**src/rtl/brush_writer_if.sv**
```systemverilog
// Signal bundle for brush_writer: the paint-request handshake plus the Avalon-MM word
// port. The block connects through the slave modport; its environment uses master.
interface brush_writer_if;
  // Request handshake: a request transfers on a rising clock edge where req_valid and
  // req_ready are both high; req_* and screen_ptr are only meaningful in that cycle.
  logic        req_valid;
  logic        req_ready;
  logic [9:0]  req_x;
  logic [9:0]  req_y;
  logic [1:0]  req_t;
  logic [1:0]  req_radius;
  logic [31:0] screen_ptr;
  logic        busy;
  logic        done;
  logic [23:0] mem_address;
  logic        mem_read;
  logic        mem_write;
  logic [31:0] mem_writedata;
  logic [3:0]  mem_byteenable;
  logic        mem_waitrequest;
  logic        mem_readdatavalid;
  logic [31:0] mem_readdata;
  logic [2:0]  dbg_state;

  modport master (
    output req_valid, req_x, req_y, req_t, req_radius, screen_ptr,
    output mem_waitrequest, mem_readdatavalid, mem_readdata,
    input  req_ready, busy, done,
    input  mem_address, mem_read, mem_write, mem_writedata, mem_byteenable,
    input  dbg_state
  );

  modport slave (
    input  req_valid, req_x, req_y, req_t, req_radius, screen_ptr,
    input  mem_waitrequest, mem_readdatavalid, mem_readdata,
    output req_ready, busy, done,
    output mem_address, mem_read, mem_write, mem_writedata, mem_byteenable,
    output dbg_state
  );
endinterface

```
**src/rtl/brush_writer.sv**
```systemverilog
// Paints a square (or, with BRUSH_WRITER_ROUND_EN defined, circular) brush of 2-bit cells
// into a packed framebuffer using one Avalon read-modify-write per touched word.
module brush_writer #(
  parameter int GRID_W        = 640,
  parameter int GRID_H        = 480,
  parameter int WORDS_PER_ROW = 40
) (
  input  logic clock,
  input  logic reset,
  brush_writer_if.slave bus
);

  localparam int WW = $clog2(WORDS_PER_ROW);
  localparam int CW = WW + 4;

  typedef enum logic [2:0] {
    IDLE    = 3'd0,
    SETUP   = 3'd1,
    RD_REQ  = 3'd2,
    RD_WAIT = 3'd3,
    WR_REQ  = 3'd4,
    NEXT    = 3'd5
  } state_t;

  state_t      state_q, state_d;
  logic [9:0]  x_q, x_d;
  logic [9:0]  y_q, y_d;
  logic [1:0]  r_q, r_d;
  logic [1:0]  t_q, t_d;
  logic [23:0] ptr_q, ptr_d;
  logic [9:0]  x0_q, x0_d;
  logic [9:0]  x1_q, x1_d;
  logic [9:0]  y1_q, y1_d;
  logic [9:0]  row_q, row_d;
  logic [WW-1:0] word_q, word_d;
  logic [31:0] wdata_q, wdata_d;
  logic        done_q, done_d;

  logic [10:0] x_sum, y_sum;
  logic [9:0]  x_lo, x_hi, y_lo, y_hi;
  logic [WW-1:0] word_first, word_last;
  logic [31:0] mask;
  logic [31:0] fill;
  logic [23:0] cur_addr;
  logic [CW-1:0] col;
  logic        inside_c;
  logic        unused_ptr_hi;

  // Clip the brush bounds to the grid using the latched request.
  always_comb begin
    x_sum = {1'b0, x_q} + {9'd0, r_q};
    y_sum = {1'b0, y_q} + {9'd0, r_q};
    x_lo  = (x_q >= {8'd0, r_q}) ? (x_q - {8'd0, r_q}) : 10'd0;
    y_lo  = (y_q >= {8'd0, r_q}) ? (y_q - {8'd0, r_q}) : 10'd0;
    x_hi  = (x_sum > 11'(GRID_W - 1)) ? 10'(GRID_W - 1) : x_sum[9:0];
    y_hi  = (y_sum > 11'(GRID_H - 1)) ? 10'(GRID_H - 1) : y_sum[9:0];
  end

  assign word_first = WW'(x0_q >> 4);
  assign word_last  = WW'(x1_q >> 4);
  assign cur_addr   = ptr_q + 24'(row_q) * 24'(WORDS_PER_ROW) + 24'(word_q);
  assign fill       = {16{t_q}};

  // Per-cell mask for the current word; each cell owns two adjacent bits.
  always_comb begin
    mask     = '0;
    col      = '0;
    inside_c = 1'b0;
    for (int c = 0; c < 16; c++) begin
      col      = {word_q, 4'(c)};
      inside_c = (col >= CW'(x0_q)) && (col <= CW'(x1_q));
`ifdef BRUSH_WRITER_ROUND_EN
      if (((int'(col) - int'(x_q)) * (int'(col) - int'(x_q)) +
           (int'(row_q) - int'(y_q)) * (int'(row_q) - int'(y_q))) > (int'(r_q) * int'(r_q)))
        inside_c = 1'b0;
`endif
      mask[2*c +: 2] = {2{inside_c}};
    end
  end

  always_comb begin
    state_d = state_q;
    x_d     = x_q;
    y_d     = y_q;
    r_d     = r_q;
    t_d     = t_q;
    ptr_d   = ptr_q;
    x0_d    = x0_q;
    x1_d    = x1_q;
    y1_d    = y1_q;
    row_d   = row_q;
    word_d  = word_q;
    wdata_d = wdata_q;
    done_d  = 1'b0;
    case (state_q)
      IDLE: begin
        if (bus.req_valid) begin
          x_d   = bus.req_x;
          y_d   = bus.req_y;
          r_d   = bus.req_radius;
          t_d   = bus.req_t;
          ptr_d = bus.screen_ptr[23:0];
          // Off-grid centres complete immediately without touching memory.
          if ((bus.req_x >= 10'(GRID_W)) || (bus.req_y >= 10'(GRID_H)))
            done_d = 1'b1;
          else
            state_d = SETUP;
        end
      end
      SETUP: begin
        x0_d    = x_lo;
        x1_d    = x_hi;
        y1_d    = y_hi;
        row_d   = y_lo;
        word_d  = WW'(x_lo >> 4);
        state_d = RD_REQ;
      end
      RD_REQ: begin
        if (!bus.mem_waitrequest) state_d = RD_WAIT;
      end
      RD_WAIT: begin
        if (bus.mem_readdatavalid) begin
          wdata_d = (bus.mem_readdata & ~mask) | (fill & mask);
          state_d = WR_REQ;
        end
      end
      WR_REQ: begin
        if (!bus.mem_waitrequest) state_d = NEXT;
      end
      NEXT: begin
        if (word_q != word_last) begin
          word_d  = word_q + 1'b1;
          state_d = RD_REQ;
        end else if (row_q != y1_q) begin
          row_d   = row_q + 10'd1;
          word_d  = word_first;
          state_d = RD_REQ;
        end else begin
          done_d  = 1'b1;
          state_d = IDLE;
        end
      end
      default: state_d = IDLE;
    endcase
  end

  always_ff @(posedge clock or posedge reset) begin
    if (reset) begin
      state_q <= IDLE;
      x_q     <= '0;
      y_q     <= '0;
      r_q     <= '0;
      t_q     <= '0;
      ptr_q   <= '0;
      x0_q    <= '0;
      x1_q    <= '0;
      y1_q    <= '0;
      row_q   <= '0;
      word_q  <= '0;
      wdata_q <= '0;
      done_q  <= 1'b0;
    end else begin
      state_q <= state_d;
      x_q     <= x_d;
      y_q     <= y_d;
      r_q     <= r_d;
      t_q     <= t_d;
      ptr_q   <= ptr_d;
      x0_q    <= x0_d;
      x1_q    <= x1_d;
      y1_q    <= y1_d;
      row_q   <= row_d;
      word_q  <= word_d;
      wdata_q <= wdata_d;
      done_q  <= done_d;
    end
  end

  assign bus.req_ready      = (state_q == IDLE);
  assign bus.busy           = (state_q != IDLE);
  assign bus.done           = done_q;
  assign bus.mem_read       = (state_q == RD_REQ);
  assign bus.mem_write      = (state_q == WR_REQ);
  assign bus.mem_address    = cur_addr;
  assign bus.mem_writedata  = wdata_q;
  assign bus.mem_byteenable = 4'hF;
  assign bus.dbg_state      = state_q;
  assign unused_ptr_hi      = ^bus.screen_ptr[31:24];

endmodule

```
**src/flat_wrapper.sv**
```systemverilog
// flat-port wrapper written by rule: the top's interface ports become plain ports
module brush_writer_flat 
#(
  parameter int GRID_W        = 640,
  parameter int GRID_H        = 480,
  parameter int WORDS_PER_ROW = 40
)
  (clock, reset, bus_req_valid, bus_req_x, bus_req_y, bus_req_t, bus_req_radius, bus_screen_ptr, bus_mem_waitrequest, bus_mem_readdatavalid, bus_mem_readdata, bus_req_ready, bus_busy, bus_done, bus_mem_address, bus_mem_read, bus_mem_write, bus_mem_writedata, bus_mem_byteenable, bus_dbg_state);
  brush_writer_if bus_i ();
  input  logic clock;
  input  logic reset;
  input wire logic [$bits(bus_i.req_valid)-1:0] bus_req_valid;
  input wire logic [$bits(bus_i.req_x)-1:0] bus_req_x;
  input wire logic [$bits(bus_i.req_y)-1:0] bus_req_y;
  input wire logic [$bits(bus_i.req_t)-1:0] bus_req_t;
  input wire logic [$bits(bus_i.req_radius)-1:0] bus_req_radius;
  input wire logic [$bits(bus_i.screen_ptr)-1:0] bus_screen_ptr;
  input wire logic [$bits(bus_i.mem_waitrequest)-1:0] bus_mem_waitrequest;
  input wire logic [$bits(bus_i.mem_readdatavalid)-1:0] bus_mem_readdatavalid;
  input wire logic [$bits(bus_i.mem_readdata)-1:0] bus_mem_readdata;
  output wire logic [$bits(bus_i.req_ready)-1:0] bus_req_ready;
  output wire logic [$bits(bus_i.busy)-1:0] bus_busy;
  output wire logic [$bits(bus_i.done)-1:0] bus_done;
  output wire logic [$bits(bus_i.mem_address)-1:0] bus_mem_address;
  output wire logic [$bits(bus_i.mem_read)-1:0] bus_mem_read;
  output wire logic [$bits(bus_i.mem_write)-1:0] bus_mem_write;
  output wire logic [$bits(bus_i.mem_writedata)-1:0] bus_mem_writedata;
  output wire logic [$bits(bus_i.mem_byteenable)-1:0] bus_mem_byteenable;
  output wire logic [$bits(bus_i.dbg_state)-1:0] bus_dbg_state;
  assign bus_i.req_valid = bus_req_valid;
  assign bus_i.req_x = bus_req_x;
  assign bus_i.req_y = bus_req_y;
  assign bus_i.req_t = bus_req_t;
  assign bus_i.req_radius = bus_req_radius;
  assign bus_i.screen_ptr = bus_screen_ptr;
  assign bus_i.mem_waitrequest = bus_mem_waitrequest;
  assign bus_i.mem_readdatavalid = bus_mem_readdatavalid;
  assign bus_i.mem_readdata = bus_mem_readdata;
  assign bus_req_ready = bus_i.req_ready;
  assign bus_busy = bus_i.busy;
  assign bus_done = bus_i.done;
  assign bus_mem_address = bus_i.mem_address;
  assign bus_mem_read = bus_i.mem_read;
  assign bus_mem_write = bus_i.mem_write;
  assign bus_mem_writedata = bus_i.mem_writedata;
  assign bus_mem_byteenable = bus_i.mem_byteenable;
  assign bus_dbg_state = bus_i.dbg_state;
  brush_writer #(.GRID_W(GRID_W), .GRID_H(GRID_H), .WORDS_PER_ROW(WORDS_PER_ROW)) u_core (.clock(clock), .reset(reset), .bus(bus_i));
endmodule
```
**config.mk**
```make
export PLATFORM = sky130hd
export DESIGN_NAME = brush_writer_flat
export DESIGN_NICKNAME = d
export VERILOG_FILES = /design/src/rtl/brush_writer_if.sv /design/src/rtl/brush_writer.sv /design/src/flat_wrapper.sv
export SDC_FILE = /design/constraint.sdc
export NUM_CORES = 1
export LEC_CHECK = 0
export CAP_MARGIN = 20
export CORE_MARGIN = 3
export CORE_UTILIZATION = 30
export DETAILED_ROUTE_END_ITERATION = 8
export PLACE_DENSITY = 0.49
export SYNTH_ARGS = -nofsm -noshare
export SYNTH_HDL_FRONTEND = slang
export SYNTH_SLANG_ARGS = --single-unit
```
**constraint.sdc**
```tcl
create_clock -name clock -period 5.5 [get_ports clock]
set_input_delay 0.825 -clock clock [delete_from_list [all_inputs] [get_ports clock]]
set_output_delay 0.825 -clock clock [all_outputs]
set_load 0.05 [all_outputs]
```
==> metrics.md, run 1 <==
| Metric | Value |
|---|---|
| Synth area leader | `dfrtp_1` |
| Die Width | `178 um` |
| I/O pin cnt | `161` |
| Placeable Area | `0.0289 mm2` |
| Delay-heaviest family, CP | `adder cells` |
| RSZ-0062 raised after global routing | `no` |
| Final setup viols | `0` |
| Synth Area in Compound Gates | `16.4%` |
| Initial Utilization | `30.6%` |
| Hold endpoint | `u_core.bus.mem_writedata[16]` |
| Worst path depth | `18` |
| Initial antenna violation count | `0` |
| Slew HR | `31.9%` |
| RePlAce Congestion | `0.835` |
| Worst path slowest cell | `dfrtp_2` |
| Worst Max-Slew Pin Slew | `1020 ps` |
| H-tree Lvls | `4` |
| Hold Crit Depth | `2` |
| Post-synthesis sequential area ratio | `36.8%` |
| Post-Synth Adder-Cell Area | `11.8%` |
| Highest Clock Rate | `191 MHz` |
| Max Slew Vio Count | `0` |
| Clk_lat worst skew | `420 ps` |
| Via count | `7204` |
| Crit Reg-Reg Endpoint | `u_core.row_q[1]` |
| WL final | `23700 um` |
| EDFF count, synth | `0` |
| Post-DP HPWL | `17800 um` |
| Post-Syn Area per Cell | `9.40 um2` |
| Share of layout cells above drive strength 1 | `12.5%` |
| Worst r2r src | `u_core.r_q[1]` |
| Combinational family with the most area after synthesis | `compound AO/OA/AOI/OAI gates` |
| CTS root buffer | `clkbuf_16` |
| Worst Path Buf+Inv | `3` |
| Cells after Synth | `940` |
| Multi-input gate area | `0.00527 mm2` |
| Post-Route Skew | `13.4 ps` |
| Slowest stage delay, CP | `400 ps` |
| Drt via density | `4.93` |
| Gr usage total | `15.4%` |
| Max Cap Viol | `0` |
| Top cell type's share of synthesized area | `36.8%` |
| Critical Path End Type | `output port` |
| Antenna viol nets, final | `0` |
| Final nets | `1236` |
| Post-Synth Simple-Gate Area | `13.5%` |
| Count of input and output buffers | `148` |
| Floorplan row count | `62` |
| Final WS setup | `259 ps` |
| DIE AREA | `0.0315 mm2` |
| Post-route DRC | `0` |
| Status | `complete, no violations` |
| Avg WL per Cell | `16.2 um` |
| Fin crit period | `5240 ps` |
| Post-route clock period utilization | `95.3%` |
| Antenna cells | `0` |
| Top post-synthesis cells by area | `dfrtp_1 37%, ha_1 9.8%, mux2_2 5.9%, xnor2_1 4.6%, nand2_1 4.2%` |
| Ys async rst share | `100%` |
| Dominant synthesized flop cell | `dfrtp_1` |
| CP Max Fanout | `6` |
| Synth Register Bits | `130` |
| CTS Buf Count | `17` |
| Pre-Repair DR Iteration Count | `4` |
| Yosys warns | `0` |
| Final setup TNS | `0 ps` |
| Wire length of the first global-routing pass | `39200 um` |
| Worst Setup Path Type | `reg2out` |
| Filler Cells Inserted | `2920` |
| Chip height | `178 um` |
| Final hold viol count | `0` |
| Worst Hold Class | `reg2reg` |
| Area Growth Syn to Fin | `29.5%` |
| Vias in the first global route | `7286` |
| Hold Crit Start | `u_core.bus.mem_writedata[16]` |
| FF/Latch Area | `0.00326 mm2` |
| Worst path cell trace | `buf_4 -> ha_1 -> ha_1 -> a21o_1 -> a21oi_2 -> o21bai_1 -> a21oi_2 -> o21ai_2 -> xor2_2 -> ha_1 -> ha_4 -> and3_1 -> nand3_1 -> o31ai_2 -> buf_4 -> nand3_1 -> xnor2_2 -> buf_12` |
| Critical Path RT | `4680 ps` |
| Pre-CTS setup slack | `324 ps` |
| CTS tree | `yes` |
| Gr ovfl total | `0` |
| Cell variety after synth | `66` |
| Clk buf depth | `2` |
| Cell mode on critical path | `ha_1` |
| Synthesized area | `0.00883 mm2` |
| Reg-to-reg slack, setup | `2320 ps` |
| Reg clk slew, reported paths | `60 ps` |
| Largest net degree at the start of global routing | `97` |
| Mux cell area share after synthesis | `9.60%` |
| DR iter-0 viols | `306` |
| Startpoint class of the critical path | `register` |
| Worst Reg-to-Reg Cells | `8` |
| CP arrival | `4420 ps` |
| XOR/XNOR Fraction of Synth Area | `6.94%` |
| Clock Sink Count | `130` |
## area by class of cell
cell class / instances / area share (%)
Clock inverter: 15 / 1.71
Multi-Input combinational cell: 709 / 46.0
Inverter: 47 / 1.59
Sequential cell: 130 / 28.5
Timing Repair Buffer: 160 / 14.3
Clock buffer: 17 / 3.72
Tap cell: 384 / 4.20
## cell usage in the layout, fill, tap and decap left out, drive strengths merged, types with 9 or more instances in the layout
| cell | instances |
|---|---|
| and3 | 14 |
| inv | 54 |
| mux2 | 46 |
| a21o | 14 |
| nor2 | 46 |
| or3 | 10 |
| xor2 | 24 |
| nor3 | 15 |
| clkdlybuf4s50 | 136 |
| ha | 69 |
| buf | 22 |
| mux2i | 33 |
| fa | 9 |
| nand2 | 99 |
| clkbuf | 17 |
| dfrtp | 130 |
| o31ai | 9 |
| nand3 | 18 |
| nand4 | 11 |
| o211ai | 10 |
| o21ai | 65 |
| xnor2 | 46 |
| a21oi | 58 |
## how the worst max path moves through the flow
stage,startpoint,slack (ps),endpoint
floorplan,u_core.row_q[1],240,bus_mem_address[21]
global route,u_core.row_q[1],7,bus_mem_address[21]
finish,u_core.row_q[3],260,bus_mem_address[21]
detailed placement,u_core.row_q[3],320,bus_mem_address[22]
CTS,u_core.row_q[3],6,bus_mem_address[23]
global placement,u_core.row_q[3],350,bus_mem_address[22]
## sequential cells by signal, summed over array words and instances, names as in the netlist
| name | cells |
|---|---|
| u_core.x1_q | 10 |
| u_core.y_q | 10 |
| u_core.r_q | 2 |
| u_core.bus.done | 1 |
| u_core.bus.dbg_state | 3 |
| u_core.t_q | 2 |
| u_core.x_q | 10 |
| u_core.bus.mem_writedata | 32 |
| u_core.word_q | 6 |
| u_core.y1_q | 10 |
| u_core.row_q | 10 |
| u_core.ptr_q | 24 |
| u_core.x0_q | 10 |
## metal layers
layer | GRT usage, % | part of all wire, % | vias to the layer above
met5 | 0 | 0 | -
met4 | 3.34 | 1.0 | 0
met3 | 2.63 | 4.1 | 16
met2 | 23.4 | 44 | 164
met1 | 22.9 | 51 | 3441
li1 | - | - | 3583
## cells by family (layout without fill, tap and decap cells)
family	Yosys count	after routing
other cells	1	4
fa+ha+maj	78	78
buf+inv	104	239
mux	79	79
simple gates	249	249
flops	130	130
compound gates	229	229
xor+xnor	70	70
## per-stage QoR
step / instances / hold slack, ps / util, % / instance area [um2]
2_1_floorplan: 943 / 449 / - / 8840
3_3_place_gp: 1429 / 463 / 37.1 / 10700
3_5_place_dp: 1429 / 469 / 37.1 / 10700
4_1_cts: 1461 / 483 / 39.4 / 11400
5_1_grt: 1462 / 507 / 39.6 / 11400
6_report: 1462 / 472 / 39.6 / 11400
## cells in the mapped netlist (14+ instances only)
| master | n |
|---|---|
| dfrtp_1 | 130 |
| nand2_1 | 99 |
| ha_1 | 69 |
| o21ai_0 | 64 |
| a21oi_1 | 58 |
| inv_1 | 47 |
| mux2_2 | 46 |
| nor2_1 | 46 |
| xnor2_1 | 46 |
| clkbuf_1 | 42 |
| mux2i_1 | 33 |
| xor2_1 | 24 |
| nand3_1 | 18 |
| nor3_1 | 15 |
| a21o_1 | 14 |
| and3_1 | 14 |
## worst reg2reg max path, cell delays in order, from the launching register on
cell	delay, ps
dfrtp_1	500
inv_1	210
fa_1	490
or3_1	410
or3_1	370
o21ai_1	570
inv_1	160
a22oi_1	230
a21oi_1	100
## repair_timing
| action | 4_1_cts | 5_1_grt |
|---|---|---|
| resized for setup | 6 | 20 |
| buffers inserted | 0 | 1 |
| pin swaps | 1 | 7 |
| hold buffers | 0 | 0 |
| endpoints found under the setup margin | 6 | 11 |
Power of run 1 is not shown: default switching activity piles up to over one toggle a cycle in this logic, so the estimate is an artifact.
==> run 2: changes to the inputs <==
--- a/config.mk
+++ b/config.mk
@@ -9,4 +9,5 @@
 export CORE_MARGIN = 3
 export CORE_UTILIZATION = 30
+export CTS_CLUSTER_SIZE = 40
 export DETAILED_ROUTE_END_ITERATION = 8
 export PLACE_DENSITY = 0.49
==> constraint.sdc (replaced) <==
create_clock -name clock -period 5.5 [get_ports clock]
set_input_delay 0.55 -clock clock [delete_from_list [all_inputs] [get_ports clock]]
set_output_delay 0.55 -clock clock [all_outputs]
set_load 0.05 [all_outputs]
==> metrics.md, run 2 (same netlist as run 1, synthesis figures left out) <==
| Metric | Value |
|---|---|
| WL final | `23500 um` |
| Clk_lat worst skew | `430 ps` |
| Final hold viol count | `0` |
| Most frequent cells in the layout | `137 x clkdlybuf4s50_1, 129 x dfrtp_1, 99 x nand2_1, 68 x ha_1, 62 x o21ai_0` |
| Floorplan row count | `62` |
| Critical Path RT | `4950 ps` |
| Postcts setup bufs | `0` |
| Reg-to-reg slack, setup | `2360 ps` |
| Wire length of the first global-routing pass | `38800 um` |
| Count of input and output buffers | `148` |
| Post-DP HPWL | `17600 um` |
| Final setup viols | `0` |
| Share of layout cells above drive strength 1 | `11.0%` |
| DR iter-0 viols | `334` |
| Post-route clock period utilization | `95.6%` |
| Commonest non-fill, non-tap cell in the layout | `clkdlybuf4s50_1` |
| Worst Hold Class | `reg2reg` |
| Post-Route Skew | `16.0 ps` |
| Drt via density | `4.92` |
| Final nets | `1233` |
| Highest Clock Rate | `190 MHz` |
| Hold Crit Start | `u_core.x0_q[5]` |
| Fin crit period | `5260 ps` |
| Worst r2r src | `u_core.r_q[1]` |
| Via count | `7183` |
| Hold Crit Depth | `2` |
| Antenna cells | `0` |
| Worst Max-Slew Pin Slew | `945 ps` |
| Clock Sink Count | `130` |
| Hold endpoint | `u_core.x0_q[5]` |
| Worst Setup Path Type | `reg2out` |
| H-tree Lvls | `4` |
| I/O pin cnt | `161` |
| Slew HR | `36.7%` |
| RePlAce Congestion | `0.842` |
| Reg clk slew, reported paths | `60 ps` |
| Post-route DRC | `0` |
| Die Width | `178 um` |
| Final setup TNS | `0 ps` |
| Largest net degree at the start of global routing | `95` |
| Avg WL per Cell | `16.1 um` |
| Critical Path End Type | `output port` |
| Area Growth Syn to Fin | `27.7%` |
| CP Max Fanout | `7` |
| Gr ovfl total | `0` |
| Max Cap Viol | `0` |
| Initial Utilization | `30.6%` |
| Gr usage total | `15.4%` |
| Pre-Repair DR Iteration Count | `5` |
| CTS tree | `yes` |
| DIE AREA | `0.0315 mm2` |
| Clk buf depth | `2` |
| Chip height | `178 um` |
| Placeable Area | `0.0289 mm2` |
| Max reg flops | `32` |
| Initial antenna violation count | `0` |
| Status | `complete, no violations` |
| RSZ-0062 raised after global routing | `no` |
| Startpoint class of the critical path | `register` |
| Worst Reg-to-Reg Cells | `8` |
| CTS root buffer | `clkbuf_16` |
| CTS Buf Count | `17` |
| Max Slew Vio Count | `0` |
| Crit Reg-Reg Endpoint | `u_core.row_q[1]` |
| Antenna viol nets, final | `0` |
| Vias in the first global route | `7205` |
| CP arrival | `4710 ps` |
[run 2: changes by cell type in the layout (fill, tap and decap cells not counted), moves of 2 or more]
cell	previous run	this run
a21oi_1	54	56
a21oi_2	4	2
buf_12	7	3
buf_4	15	13
bufinv_16	3	1
ha_1	65	68
ha_4	2	0
inv_8	3	5
o21ai_2	2	0
[run 2: metrics by stage]
step / setup WS, ps / utilization (%) / cell area [um2] / instances / hold WS, ps
detailed placement: 422 / 36.9 / 10600 / 1427 / 466
CTS: 156 / 38.9 / 11200 / 1459 / 480
global route: 5.17 / 39.1 / 11300 / 1459 / 506
global placement: 456 / 36.9 / 10600 / 1427 / 463
floorplan: 512 / - / 8840 / 943 / 449
finish: 244 / 39.1 / 11300 / 1459 / 479
[run 2: worst max-delay path by stage]
stage / from / endpoint / cells past startpoint
after floorplan: u_core.row_q[1] / bus_mem_address[21] / 18
after global placement: u_core.row_q[2] / bus_mem_address[16] / 16
after detailed placement: u_core.row_q[2] / bus_mem_address[16] / 16
after CTS: u_core.row_q[3] / bus_mem_address[23] / 20
after global routing: u_core.row_q[2] / bus_mem_address[16] / 16
final: u_core.row_q[2] / bus_mem_address[12] / 14
[run 2: layer usage]
metal / track usage (%) / part of all wire [%] / vias up / wire length [um]
li1: - / - / 3585 / -
met1: 22.3 / 50 / 3418 / 11700
met2: 23.6 / 44 / 168 / 10500
met3: 3.27 / 5.2 / 12 / 1230
met4: 3.11 / 0.70 / 0 / 164
met5: 0 / 0 / - / 0
[run 2: worst max-delay path, stage by stage, from the launching register on]
cell             delay (ps)
dfrtp_1                 470
ha_1                    360
ha_1                    290
a21o_1                  180
a21oi_1                 230
o21bai_1                100
a21oi_1                 220
xnor2_1                 160
ha_1                    260
ha_1                    400
and4_1                  240
o211ai_1                120
and4b_1                 310
xnor2_1                 150
clkdlybuf4s50_1         830
[run 2: timing repair]
item	in CTS	in global routing
resized for setup	3	13
endpoints found under the setup margin	3	10
pin swaps	0	2
hold buffers	0	0
gates cloned	0	0
[run 2: area by class of cell]
type / instances / area [um2]
repair buffers: 157 / 1570
clock inverters: 15 / 163
well taps: 384 / 480
inverters: 47 / 181
flip-flops and latches: 130 / 3250
multi-input cells: 709 / 5210
fillers: 2912 / 17600
clock buffers: 17 / 425
Power of run 2 is left out for the same reason.
